[config.mk]
export PLATFORM = sky130hd
export DESIGN_NAME = regfile_access_ctrl
export DESIGN_NICKNAME = d
export VERILOG_FILES = /design/src/rtl/regfile_access_ctrl.sv
export SDC_FILE = /design/constraint.sdc
export NUM_CORES = 1
export LEC_CHECK = 0
export CORE_MARGIN = 8
export CORE_UTILIZATION = 50
export CTS_CLUSTER_DIAMETER = 120
export DETAILED_ROUTE_END_ITERATION = 12
export PLACE_DENSITY = 0.91
export SETUP_SLACK_MARGIN = 0.05
export SLEW_MARGIN = 10
export SYNTH_ARGS = -nofsm -noshare
export SYNTH_HDL_FRONTEND = slang
export SYNTH_SLANG_ARGS = --single-unit
[constraint.sdc]
create_clock -name clk -period 3.65 [get_ports clk]
set_clock_uncertainty 0.1 [all_clocks]
set_input_delay 0.73 -clock clk [delete_from_list [all_inputs] [get_ports clk]]
set_output_delay 0.73 -clock clk [all_outputs]
set_load 0.01 [all_outputs]
[src/rtl/regfile_access_ctrl.sv]
// Register-file initiator: operand issue, RAW/WAW pending scoreboard, write-back FIFO and drain FSM.
// Define REGFILE_FORWARD_EN to let read sources take the FIFO head value instead of stalling.
module regfile_access_ctrl #(
  parameter int DATA_W   = 20,
  parameter int ADDR_W   = 4,
  parameter int WB_DEPTH = 4
) (
  input  logic              clk,
  input  logic              reset,
  input  logic              rd_req_valid,
  output logic              rd_req_ready,
  input  logic [ADDR_W-1:0] rd_src1,
  input  logic [ADDR_W-1:0] rd_src2,
  input  logic [ADDR_W-1:0] rd_dst,
  input  logic              rd_dst_en,
  output logic              op_valid,
  input  logic              op_ready,
  output logic [DATA_W-1:0] op1,
  output logic [DATA_W-1:0] op2,
  input  logic              wb_valid,
  output logic              wb_ready,
  input  logic [ADDR_W-1:0] wb_dest,
  input  logic [DATA_W-1:0] wb_data,
  input  logic              drain,
  output logic              drain_done,
  output logic [DATA_W-1:0] rf_write,
  output logic [ADDR_W-1:0] rf_w_select,
  output logic              rf_w,
  output logic [ADDR_W-1:0] rf_r1_select,
  output logic [ADDR_W-1:0] rf_r2_select,
  input  logic [DATA_W-1:0] rf_read1,
  input  logic [DATA_W-1:0] rf_read2
);
  localparam int NREG  = 1 << ADDR_W;
  localparam int PTR_W = $clog2(WB_DEPTH);
  localparam int CNT_W = PTR_W + 1;
  localparam logic [CNT_W-1:0] DEPTH_C = CNT_W'(WB_DEPTH);

  typedef enum logic [1:0] {RUN = 2'd0, DRAIN = 2'd1, DRAINED = 2'd2} state_t;
  state_t state, state_nxt;
  logic   run_en;

  logic [ADDR_W-1:0] dest_mem [WB_DEPTH];
  logic [DATA_W-1:0] data_mem [WB_DEPTH];
  logic [PTR_W-1:0]  wr_ptr, rd_ptr;
  logic [CNT_W-1:0]  count;
  logic              push, pop;
  logic [ADDR_W-1:0] head_dest;
  logic [DATA_W-1:0] head_data;

  logic [NREG-1:0]   pending, pending_nxt;
  logic              fwd1, fwd2, hazard, issue;

  logic              vld_p1;
  logic [DATA_W-1:0] op1_p1, op2_p1;

  assign rf_r1_select = rd_src1;
  assign rf_r2_select = rd_src2;

  // Write-back FIFO: the head is written to the register file every cycle it exists.
  assign head_dest   = dest_mem[rd_ptr];
  assign head_data   = data_mem[rd_ptr];
  assign wb_ready    = (count < DEPTH_C);
  assign push        = wb_valid & wb_ready;
  assign pop         = (count != '0);
  assign rf_w        = pop;
  assign rf_write    = head_data;
  assign rf_w_select = head_dest;

  always_ff @(posedge clk) begin
    if (push) begin
      dest_mem[wr_ptr] <= wb_dest;
      data_mem[wr_ptr] <= wb_data;
    end
  end

  always_ff @(posedge clk or posedge reset) begin
    if (reset) begin
      wr_ptr <= '0;
      rd_ptr <= '0;
      count  <= '0;
    end else begin
      if (push) wr_ptr <= wr_ptr + 1'b1;
      if (pop)  rd_ptr <= rd_ptr + 1'b1;
      case ({push, pop})
        2'b10:   count <= count + 1'b1;
        2'b01:   count <= count - 1'b1;
        default: ;
      endcase
    end
  end

  // Hazard detection; a forwarded source is satisfied by the head being written this cycle.
`ifdef REGFILE_FORWARD_EN
  assign fwd1 = rf_w & (rd_src1 == head_dest);
  assign fwd2 = rf_w & (rd_src2 == head_dest);
`else
  assign fwd1 = 1'b0;
  assign fwd2 = 1'b0;
`endif

  assign hazard       = (pending[rd_src1] & ~fwd1) | (pending[rd_src2] & ~fwd2) |
                        (rd_dst_en & pending[rd_dst]);
  assign rd_req_ready = run_en & ~hazard & (~vld_p1 | op_ready);
  assign issue        = rd_req_valid & rd_req_ready;

  // A reservation landing on the register being retired this cycle keeps it pending.
  always_comb begin
    pending_nxt = pending;
    if (pop)               pending_nxt[head_dest] = 1'b0;
    if (issue & rd_dst_en) pending_nxt[rd_dst]    = 1'b1;
  end

  always_ff @(posedge clk or posedge reset) begin
    if (reset) pending <= '0;
    else       pending <= pending_nxt;
  end

  // Stage p1: registered operands towards execute.
  always_ff @(posedge clk or posedge reset) begin
    if (reset) begin
      vld_p1 <= 1'b0;
      op1_p1 <= '0;
      op2_p1 <= '0;
    end else if (issue) begin
      vld_p1 <= 1'b1;
      op1_p1 <= fwd1 ? head_data : rf_read1;
      op2_p1 <= fwd2 ? head_data : rf_read2;
    end else if (op_ready) begin
      vld_p1 <= 1'b0;
    end
  end

  assign op_valid = vld_p1;
  assign op1      = op1_p1;
  assign op2      = op2_p1;

  always_ff @(posedge clk or posedge reset) begin
    if (reset) state <= RUN;
    else       state <= state_nxt;
  end

  always_comb begin
    state_nxt = state;
    case (state)
      RUN:     if (drain) state_nxt = DRAIN;
      DRAIN: begin
        if (!drain)                                state_nxt = RUN;
        else if ((count == '0) && (pending == '0)) state_nxt = DRAINED;
      end
      DRAINED: if (!drain) state_nxt = RUN;
      default: state_nxt = RUN;
    endcase
  end

  always_comb begin
    run_en     = (state == RUN);
    drain_done = (state == DRAINED);
  end
endmodule

==> summary.txt, run 1 <==
status -> completed
synthesized area -> 6960 sq um
1st-pass router iterations -> 4
Skew-Pair Late Insertion Delay -> 0.43 ns
Initial Util -> 0.507
CTS tree -> done
PD cells -> 793 nW/um^2
post-synth cell types -> 45
Congestion Overflow GR -> 0
final setup violation count -> 0
Flop pwr share -> 0.385
CTS max path bufs -> 2
antenna-violating nets left -> 0
fin crit period -> 3.45 ns
Rows -> 43
Syn. warnings -> 0
Worst-Margin Slew -> 0.590 ns
clock sinks -> 162
Tot Pwr -> 7.38 mW
critical path arrival -> 2.62 ns
Area Growth Syn to Fin -> 33.8%
Max Cap Viol -> 0
Top FF cell, synth -> edfxtp_1
Seq cells post-synth -> 162
synth top area cells -> edfxtp_1 41%, dfrtp_1 24%, mux4_2 9.1%, mux2_4 8.4%, mux2i_1 1.6%
clock slew at reported path FFs -> 0.06 ns
number of max-slew violations in the final report -> 0
maximum VDD drop -> 508 uV
R2R Path Start -> pending[2]$_DFF_PP0_
worst hold path class -> flop to flop
Root Buffer Master -> clkbuf_16
Max-slew headroom -> 0.606
area of the multi-input gates -> 2180 sq um
hold_buf cts -> 0
total track usage -> 0.195
die height -> 134 um
FF-to-FF setup slack -> 0.88 ns
Comb pwr share -> 0.393
Synth area leader -> edfxtp_1
syn_area_per_cell -> 17.7 sq um
final WL -> 17.2 mm
Port Buffers -> 159
CTS Buf Count -> 17
Internal -> 5.09 mW
vias in the first global route -> 4,566
Ports -> 160
largest net degree at the start of global routing -> 31
endpoints failing hold -> 0
Setup CP Type -> primary input to output pin
# diodes -> 0
Fmax -> 290 MHz
Post-Syn Instances -> 393
die area -> 18,000 sq um
Required @ worst endpoint -> 2.82 ns
global-route wire length before repair -> 26.5 mm
die width -> 134 um
routability cong. -> 0.904
H-tree depth -> 4
P_leak -> 3.55 nW
Final Cycle Share -> 0.945
clock share of power -> 0.223
dpl cells -> 730
DRC -> 0
RSZ-0062 raised after global routing -> false
via count -> 4,222
Switching Share -> 0.311
post-route insts no fill -> 762
Reg area -> 4540 sq um
Seq/Total Area, Yosys -> 0.651
final setup margin -> 0.202 ns
EDFF count, synth -> 96
R2R cell count -> 6
initial antenna violation count -> 0
layout cells sized above 1 -> 0.220
core area -> 13,700 sq um
CP Capture Type -> output pin
mean number of vias per cell -> 5.54
Worst Hold Depth -> 1
layout filler cell count -> 876
CP startpoint kind -> primary input
Avg WL per Cell -> 22.6 um
Syn Nets -> 482
top cell type's share of synthesized area -> 0.414
Hold EP -> count[0]$_DFFE_PP0P_
Sw Pwr -> 2.30 mW
Crit Reg-Reg Endpoint -> op1[3]$_DFFE_PP0P_
postcts setup bufs -> 0
Setup WS pre-CTS -> -0.396 ns
Starting DRT DRC Count -> 362
min-delay src -> count[0]$_DFFE_PP0P_
Post-synth ARST share -> 0.407
dpl hpwl -> 12.1 mm
final layout net count -> 658
crit path max fanout -> 6
[placed cells by master, fill, tap and decap left out, types with 6 or more instances in the layout]
cell type          n
o21ai_0           17
clkdlybuf4s50_1  155
buf_4             22
mux2i_1           11
nand2_1            9
mux4_2            28
nor2b_1            8
edfxtp_1          96
inv_1             11
clkbuf_16         17
nor2_1             6
o31ai_1           12
mux2_4            39
dfrtp_1           65
[power groups by stage]
| stage | clock network [mW] | logic [mW] | registers, mW |
|---|---|---|---|
| floorplan | 0 | 1.56 | 2.81 |
| global placement | 0 | 2.84 | 2.82 |
| detailed placement | 0 | 2.89 | 2.86 |
| CTS | 1.67 | 2.93 | 2.84 |
| global route | 1.74 | 3.08 | 2.89 |
| finish | 1.65 | 2.90 | 2.84 |
[cells by family after synthesis]
kind of cell / Yosys count / share of synthesized area
xor gates and xnor gates: 6 / 0.00755
adders and majority gates: 6 / 0.0119
and+or+nand+nor: 53 / 0.0437
DFF: 162 / 0.651
muxes: 84 / 0.207
buffers and inverters: 37 / 0.0352
AOI/OAI and AO/OA: 45 / 0.0435
[worst max path at each step]
stage | from | endpoint | slack, ns | cells after the start
2_1_floorplan | rd_src2[0] | rd_req_ready | 0.59 | 6
3_3_place_gp | rd_src1[1] | rd_req_ready | -0.35 | 7
3_5_place_dp | rd_src1[1] | rd_req_ready | -0.40 | 7
4_1_cts | rd_src1[2] | rd_req_ready | 0.11 | 7
5_1_grt | rd_src1[1] | rd_req_ready | 0.05 | 7
6_report | rd_src1[1] | rd_req_ready | 0.20 | 7
[flip-flops by register name (all words and copies together), names as in the netlist]
signal,cells
state,2
rd_ptr,2
pending,16
op_valid,1
data_mem,80
op1,20
dest_mem,16
count,3
op2,20
wr_ptr,2
[layout make-up]
class | instances | share of cell area
Clock buffer | 20 | 0.0469
Sequential cell | 162 | 0.487
Multi-Input combinational cell | 194 | 0.234
Timing Repair Buffer | 182 | 0.191
Tap cell | 180 | 0.0242
Inverter | 12 | 0.00484
Clock inverter | 12 | 0.0117
[metrics by stage]
| step | utilization | hold slack [ns] | cell area [sq um] | TNS (ns) |
|---|---|---|---|---|
| 5_1_grt | 0.679 | 0.421 | 9310 | 0 |
| 6_report | 0.679 | 0.401 | 9310 | 0 |
| 4_1_cts | 0.679 | 0.396 | 9310 | 0 |
| 3_3_place_gp | 0.639 | 0.375 | 8760 | -0.346 |
| 2_1_floorplan | - | 0.347 | 6960 | 0 |
| 3_5_place_dp | 0.639 | 0.388 | 8760 | -0.396 |
[routing by layer]
layer  vias to the layer above  share of wire  global-route usage
met5                         -              0                   0
met4                         0         0.0073              0.0649
met3                         9          0.080              0.0550
met2                       183           0.49               0.319
met1                      2162           0.42               0.244
li1                       1868              -                   -
[synth_stat cells (2+ instances only)]
| cell type | n |
|---|---|
| a22oi_1 | 2 |
| dfrtp_1 | 66 |
| buf_4 | 8 |
| o31ai_1 | 12 |
| mux4_2 | 28 |
| edfxtp_1 | 96 |
| nor3_1 | 2 |
| buf_12 | 4 |
| nor2_1 | 6 |
| o21ai_0 | 17 |
| mux2_2 | 3 |
| nand4b_1 | 2 |
| o41ai_1 | 4 |
| o21a_1 | 2 |
| nand3_1 | 5 |
| a21oi_1 | 3 |
| a2bb2oi_1 | 2 |
| nand4_1 | 2 |
| inv_1 | 12 |
| ha_1 | 5 |
| mux2i_1 | 11 |
| and2_1 | 4 |
| clkbuf_1 | 7 |
| nand2_1 | 9 |
| nor2b_1 | 8 |
| nor4_1 | 2 |
| mux4_1 | 3 |
| mux2_4 | 39 |
| buf_1 | 2 |
| xnor2_1 | 5 |
| buf_2 | 3 |
| or2_2 | 2 |
| nand2b_1 | 5 |
[critical path, stage by stage]
cell and delay (ns):
dlygate4sd2_1 0.38, mux4_2 0.54, mux2_2 0.28, a22oi_1 0.22, nand4_2 0.16, inv_1 0.08, clkdlybuf4s15_2 0.22
[timing repair]
item | CTS | global route
endpoints found under the setup margin | 1 | 1
pin swaps | 2 | 0
gates resized for setup | 5 | 1
No activity file was read; power rests on OpenSTA's default activity.
==> inputs of run 2 (changes only) <==
--- a/config.mk
+++ b/config.mk
@@ -9,7 +9,8 @@
 export CORE_UTILIZATION = 50
 export CTS_CLUSTER_DIAMETER = 120
 export DETAILED_ROUTE_END_ITERATION = 12
-export PLACE_DENSITY = 0.91
+export MAX_ROUTING_LAYER = met4
+export PLACE_DENSITY = 0.8
 export SETUP_SLACK_MARGIN = 0.05
 export SLEW_MARGIN = 10
 export SYNTH_ARGS = -nofsm -noshare
==> run 2 against run 1 <==
Total power grew 0.74%. Worst setup slack improved by 0.055 ns. Non-clock buffer count is 1 higher. Count of clock-buffer cells in the layout shrank 3. Critical endpoint unchanged. Highest routed layer unchanged.
==> summary.txt, run 2 (synthesis gave the netlist of run 1 again) <==
status -> completed
H-tree depth -> 4 (unchanged)
Area Growth Syn to Fin -> 34.6%
P_leak -> 3.57 nW (+0.54%)
clock sinks -> 162 (unchanged)
CP top delay family -> buffers and inverters
Port Buffers -> 159 (unchanged)
dpl cells -> 731 (+0.14%)
crit-path max cell delay -> 0.48 ns (-0.06 ns)
Max Cap Viol -> 0 (unchanged)
CP bufs+invs -> 3 (unchanged)
RSZ-0062 raised after global routing -> false
fin crit period -> 3.39 ns (-0.0551 ns)
PD cells -> 794 nW/um^2 (+0.14%)
max reg flops -> 80 (unchanged)
Initial Util -> 0.507 (unchanged)
critical path arrival -> 2.56 ns (-0.06 ns)
final layout net count -> 659 (+0.15%)
Starting DRT DRC Count -> 238 (-34%)
most frequent cells in the layout -> 156 x clkdlybuf4s50_1, 96 x edfxtp_1, 65 x dfrtp_1
worst hold path class -> flop to flop
Critical-path top delay cell -> clkdlybuf4s50_1
CTS max path bufs -> 2 (unchanged)
final setup violation count -> 0 (unchanged)
core area -> 13,700 sq um (unchanged)
1st-pass router iterations -> 4 (unchanged)
CP startpoint kind -> primary input
final setup margin -> 0.257 ns (+0.0551 ns)
vias in the first global route -> 4,491 (-1.6%)
Final Cell Area -> 9370 sq um (+0.60%)
total track usage -> 0.198 (+0.00300)
Required @ worst endpoint -> 2.82 ns (about the same)
dpl hpwl -> 12.0 mm (-1.1%)
clock slew at reported path FFs -> 0.06 ns (about the same)
Setup WS pre-CTS -> -0.358 ns (+0.0377 ns)
# diodes -> 0 (unchanged)
CTS tree -> done
crit path max fanout -> 2 (-4)
Congestion Overflow GR -> 0 (unchanged)
via count -> 4,217 (-0.12%)
maximum VDD drop -> 428 uV (-16%)
postcts setup bufs -> 0 (unchanged)
Root Buffer Master -> clkbuf_16
Max-slew headroom -> 0.333 (-0.272)
routability cong. -> 0.893 (-1.3%)
FF-to-FF setup slack -> 0.94 ns (+0.06 ns)
commonest non-fill, non-tap cell in the layout -> clkdlybuf4s50_1
setup TNS -> 0 ns (unchanged)
number of max-slew violations in the final report -> 0 (unchanged)
Ports -> 160 (unchanged)
die height -> 134 um (unchanged)
post-route insts no fill -> 763 (+0.13%)
largest net degree at the start of global routing -> 50 (+61%)
Rows -> 43 (unchanged)
Post-Place Cell Area -> 8800 sq um (+0.37%)
endpoints failing hold -> 0 (unchanged)
mean number of vias per cell -> 5.53 (-0.25%)
Final Cycle Share -> 0.930 (-0.0151)
Biggest register -> data_mem
Fmax -> 295 MHz (+1.6%)
Avg WL per Cell -> 22.0 um (-2.9%)
layout cells sized above 1 -> 0.230 (+0.00991)
post_cts resized -> 5 (unchanged)
Skew-Pair Late Insertion Delay -> 0.42 ns (about the same)
CP Cell Sequence -> clkdlybuf4s50_1 -> mux4_2 -> a2111o_1 -> a31oi_2 -> nand4_2 -> inv_1 -> clkdlybuf4s15_2
DRC -> 0 (unchanged)
CP Capture Type -> output pin
antenna-violating nets left -> 0 (unchanged)
initial antenna violation count -> 0 (unchanged)
global-route wire length before repair -> 26.2 mm (-1.3%)
CTS Buf Count -> 17 (unchanged)
Core Util, Final -> 0.683 (+0.00410)
die width -> 134 um (unchanged)
Setup CP Type -> primary input to output pin
Worst-Margin Slew -> 0.998 ns (+0.408 ns)
die area -> 18,000 sq um (unchanged)
hold_buf cts -> 0 (unchanged)
final WL -> 16.8 mm (-2.8%)
-- run 2: cell count changes in the layout (fill, tap and decap cells not counted) --
| cell | previous run | this run |
|---|---|---|
| buf_12 | 1 | 3 |
| buf_4 | 22 | 21 |
| clkbuf_1 | 3 | 0 |
| clkdlybuf4s50_1 | 155 | 156 |
| clkinv_1 | 2 | 0 |
| clkinv_4 | 3 | 2 |
| clkinvlp_2 | 0 | 1 |
| dlymetal6s2s_1 | 1 | 0 |
| inv_6 | 2 | 5 |
| inv_8 | 0 | 2 |
-- run 2: where the power goes --
group / leakage, nW / internal [mW] / switching, mW / total, mW
clock: 0.271 / 0.955 / 0.746 / 1.70
combinational: 1.62 / 1.71 / 1.21 / 2.92
sequential: 1.68 / 2.46 / 0.358 / 2.82
-- run 2: area by class of cell --
class | count | area (sq um)
Inverter | 12 | 45.0
Fill cell | 944 | 4350
Multi-Input combinational cell | 194 | 2180
Tap cell | 180 | 225
Timing Repair Buffer | 183 | 1810
Clock buffer | 17 | 425
Clock inverter | 15 | 146
Sequential cell | 162 | 4540
-- run 2: layer usage --
layer,global-route usage,up-vias,share of wire
met3,0.0602,21,0.082
met5,-,-,0
met4,0.0636,0,0.014
met1,0.244,2120,0.41
met2,0.308,198,0.49
li1,-,1878,-
-- run 2: per-stage QoR --
stage / hold WS, ns / power [mW]
after floorplan: 0.347 / 4.37
after global placement: 0.382 / 5.70
after detailed placement: 0.391 / 5.79
after CTS: 0.397 / 7.52
after global routing: 0.425 / 7.80
final: 0.399 / 7.44
-- run 2: final timing paths --
check,end,depth (start not counted),from
setup reg to reg,op1[11]$_DFFE_PP0P_,6,pending[7]$_DFF_PP0_
setup / recovery,rd_req_ready,7,rd_src2[2]
hold reg to reg,state[0]$_DFFE_PP0P_,1,state[1]$_DFFE_PP0P_
max in group asynchronous,op1[19]$_DFFE_PP0P_,3,reset
hold / removal,state[0]$_DFFE_PP0P_,1,state[1]$_DFFE_PP0P_
min in group asynchronous,op2[2]$_DFFE_PP0P_,2,reset
==> inputs of run 3 (changes only) <==
--- a/config.mk
+++ b/config.mk
@@ -12,7 +12,7 @@
 export MAX_ROUTING_LAYER = met4
 export PLACE_DENSITY = 0.8
 export SETUP_SLACK_MARGIN = 0.05
-export SLEW_MARGIN = 10
+export SLEW_MARGIN = 0
 export SYNTH_ARGS = -nofsm -noshare
 export SYNTH_HDL_FRONTEND = slang
 export SYNTH_SLANG_ARGS = --single-unit
==> results of run 3 <==
No change in the layout: final DEF, timing and power equal those of run 2.
==> RTL edit 1: new RTL, settings of run 2 <==
`DATA_W`: 20 -> 18.
--- a/src/rtl/regfile_access_ctrl.sv
+++ b/src/rtl/regfile_access_ctrl.sv
@@ -3,3 +3,3 @@
 module regfile_access_ctrl #(
-  parameter int DATA_W   = 20,
+  parameter int DATA_W   = 18,
   parameter int ADDR_W   = 4,
Ports: changed (6 resized); port bits go from 160 to 148. The function was not compared with the original's and may differ.
==> RTL edit 1 against run 2 <==
Setup slack got worse by 0.029 ns. Routed wire length decreased by 1.7%. Sequential cell count is 12 lower. Power shrank 4.2%. First-iteration DRC count up 21%. Via count down 3.4%. Critical path depth unchanged. Area after synthesis down 7.0%. Cell area down 5.7%. Cell count shrank 4.1%. Largest cell class unchanged.
==> RTL edit 1: results (changes against run 2) <==
Parameter                              Value

Status
  Result of the run    finished clean

Critical path
  Kind of cell with the highest combined delay on the critical path    multiplexers
  Slowest Stage Delay on Critical Path    0.54 ns (+0.06 ns)
  Max Fanout on Critical Path    6 (+4)
  Crit path max-delay cell type    mux4_2
  Worst reg2reg path startpoint    pending[0]
  Reg-to-reg setup timing slack    1.05 ns (+0.11 ns)
  Worst Path Arrival    2.59 ns (+0.03 ns)
  Cell count of the worst reg-to-reg path    7 (+1)

Placed design
  Setup WS pre-CTS    -0.375 ns (-0.0171 ns)
  Gp weighted congestion    0.913 (+2.2%)
  Total cell area at the placement stage    8220 um2 (-6.5%)

Clock network
  Count of buffers added by post-CTS timing repair for setup    1 (+1)

Routing
  Met1 wire length    6760 um (-2.0%)
  Sum of routed wire length over all layers    16,500 um (-1.7%)
  Number of DRC markers in iteration 0    289 (+21%)
  Detailed route wirelength on metal2    8170 um (-0.96%)

Final layout
  Share of layout cells above drive strength 1    0.227 (-0.00306)
  Count of filler cells inserted in the layout    880 (-6.8%)
  Number of nets in the finished design    631 (-4.2%)
  Layout overhead on the synthesized area    36.4%

Synth
  Share of flip-flops with an asynchronous set or reset    0.413 (+0.00593)
  Largest cells by area after synthesis    edfxtp_1 41%, dfrtp_1 24%, mux4_2 10%, mux2_4 6.7%, mux2_2 1.7%
  Gate count of the mapped netlist    382 (-2.8%)
  Number of synthesized flops with an enable pin    88 (-8.3%)

Pwr
  VDD IR-drop max    540 uV (+26%)
  Clk power    0.00178 W (+5%)
  Fraction of power spent switching nets    0.308 (-0.00361)

Global routing
  Largest net degree at the start of global routing    38 (-24%)
  Wire length of the first global-routing pass    25,300 um (-3.5%)
  Met1 demand-to-capacity share in global routing    0.245 (+0.000774)
  Routing usage on met2    0.339 (+0.0305)
  Global router's overall resource usage    0.208 (+0.0103)
  Vias in the first global route    4,461 (-0.67%)

Timing
  Upper clock frequency limit    0.292 GHz (-0.85%)
  Smallest hold slack    0.407 ns (+0.00769 ns)

Worst hold path
  Critical hold path startpoint    op1[0]
  Worst hold path endpoint    op1[0]
-- RTL edit 1: changes by cell type after synthesis, sizes merged, moves of 3 or more --
| cell | run 2 | this run |
|---|---|---|
| o41ai | 4 | 7 |
| mux2 | 42 | 39 |
| nand2 | 9 | 13 |
| o21ai | 17 | 21 |
| dfrtp | 66 | 62 |
| nor2 | 6 | 9 |
| o31ai | 12 | 5 |
| edfxtp | 96 | 88 |
-- RTL edit 1: logic make-up (layout without fill, tap and decap cells) --
logic type,Yosys count,count (layout),share of synthesized area
AOI/OAI and AO/OA,43,43,0.0452
xor gates and xnor gates,6,6,0.00812
adders and majority gates,6,6,0.0128
buffers and inverters,37,215,0.0300
DFF,150,150,0.648
muxes,79,79,0.203
and+or+nand+nor,61,61,0.0532
-- RTL edit 1: final cells by class --
class | instances | area share
inverters | 13 | 0.00553
clock buffers | 19 | 0.0490
multi-input cells | 195 | 0.236
flip-flops and latches | 150 | 0.475
repair buffers | 171 | 0.191
well taps | 172 | 0.0244
clock inverters | 12 | 0.0190
==> RTL edit 2: new RTL, flow settings as in run 2 <==
Without the edit above. Encoding of `state_t`: now one-hot (3 bits for 3 states).
--- a/src/rtl/regfile_access_ctrl.sv
+++ b/src/rtl/regfile_access_ctrl.sv
@@ -38,3 +38,3 @@
 
-  typedef enum logic [1:0] {RUN = 2'd0, DRAIN = 2'd1, DRAINED = 2'd2} state_t;
+  typedef enum logic [2:0] {RUN = 3'b001, DRAIN = 3'b010, DRAINED = 3'b100} state_t;
   state_t state, state_nxt;
Behaviour: same outputs for any inputs over 4 cycles, from zero or initial values and one cycle with reset high; so few cycles prove little.
==> RTL edit 2 against run 2 <==
Cell area increased by 1.4%. Clock power increased by 3%. Power about the same. Routed wire length decreased by 3.8%. Critical endpoint unchanged. Setup slack got worse by 0.053 ns. Critical path type unchanged. Largest cell class unchanged. Die area increased by 1.9%. Sequential cell count increased by 1. Area after synthesis increased by 2.2%. Non-clock buffer count decreased by 3. Synthesized cell count increased by 5.3%.
==> RTL edit 2: results (changes against run 2) <==
Parameter                              Value

Synth
  Synthesized area per cell    17.2 um2 (-3.0%)
  Net count of the mapped netlist    503 (+4.4%)
  Largest cells by area after synthesis    edfxtp_1 41%, dfrtp_1 23%, mux4_2 9.2%, mux2_4 8.2%, mux2i_1 2.1%
  Most frequent cells after synthesis    96 x edfxtp_1, 66 x dfrtp_1, 39 x mux2_4
  Count of distinct cell types in the synthesized netlist    51 (+13%)
  Sequential area share after synthesis    0.641 (-0.0102)

Worst hold path
  Worst hold path endpoint    count[0]
  Critical hold path startpoint    count[0]

Critical path
  Worst reg2reg path startpoint    state[0]
  Worst Path Arrival    2.62 ns (+0.06 ns)
  Terminus of the critical flop-to-flop path    op1[12]
  Max Fanout on Critical Path    9 (+7)

Placed design
  Setup WS pre-CTS    -0.0360 ns (+0.322 ns)
  Estimated wirelength of the detail-placed design    11,400 um (-5.1%)
  Gp weighted congestion    0.914 (+2.4%)

Global routing
  Routing usage on met2    0.281 (-0.0277)
  Wire length of the first global-routing pass    25,600 um (-2.4%)
  Vias in the first global route    4,689 (+4.4%)
  Met3 track utilization from global routing    0.0523 (-0.00791)

Status
  Result of the run    finished clean

Pwr
  Clock power frac    0.236 (+0.007)
  Total leakage power    3.61 nW (+1.2%)
  VDD IR-drop max    346 uV (-19%)

Routing
  Number of DRC markers in iteration 0    229 (-3.8%)
  Met3 layer wire length in the routed design    1430 um (+3.5%)
  Met1 wire length    6840 um (-0.80%)
  Drt via density    5.59 (+1.2%)

Clock network
  Resized cells post-CTS    1 (-4)

Final layout
  Number of nets in the finished design    675 (+2.4%)
  Share of layout cells above drive strength 1    0.214 (-0.0162)

Timing
  Smallest hold slack    0.392 ns (-0.00711 ns)
==> RTL edit 2: cell type report <==
type	count	area (um2)
Clock buffer	17	425
Clock inverter	15	164
Fill cell	943	4380
Inverter	16	60.1
Multi-Input combinational cell	208	2250
Sequential cell	163	4560
Tap cell	180	225
Timing Repair Buffer	180	1810
==> RTL edit 2: stage by stage <==
step           area, um2  utilization  power [W]
2_1_floorplan       7110            -    0.00438
3_3_place_gp        8910        0.642    0.00565
3_5_place_dp        8910        0.642    0.00573
4_1_cts             9500        0.684    0.00751
5_1_grt             9500        0.684    0.00781
6_report            9500        0.684    0.00744
==> RTL edit 2: kinds of logic (layout without fill, tap and decap cells) <==
group / count (synthesis) / count (layout) / synth area share
and+or+nand+nor: 71 / 71 / 0.0596
AOI/OAI and AO/OA: 41 / 41 / 0.0410
DFF: 163 / 163 / 0.641
buffers and inverters: 43 / 228 / 0.0422
xor gates and xnor gates: 6 / 6 / 0.00739
adders and majority gates: 6 / 6 / 0.0116
muxes: 84 / 84 / 0.197
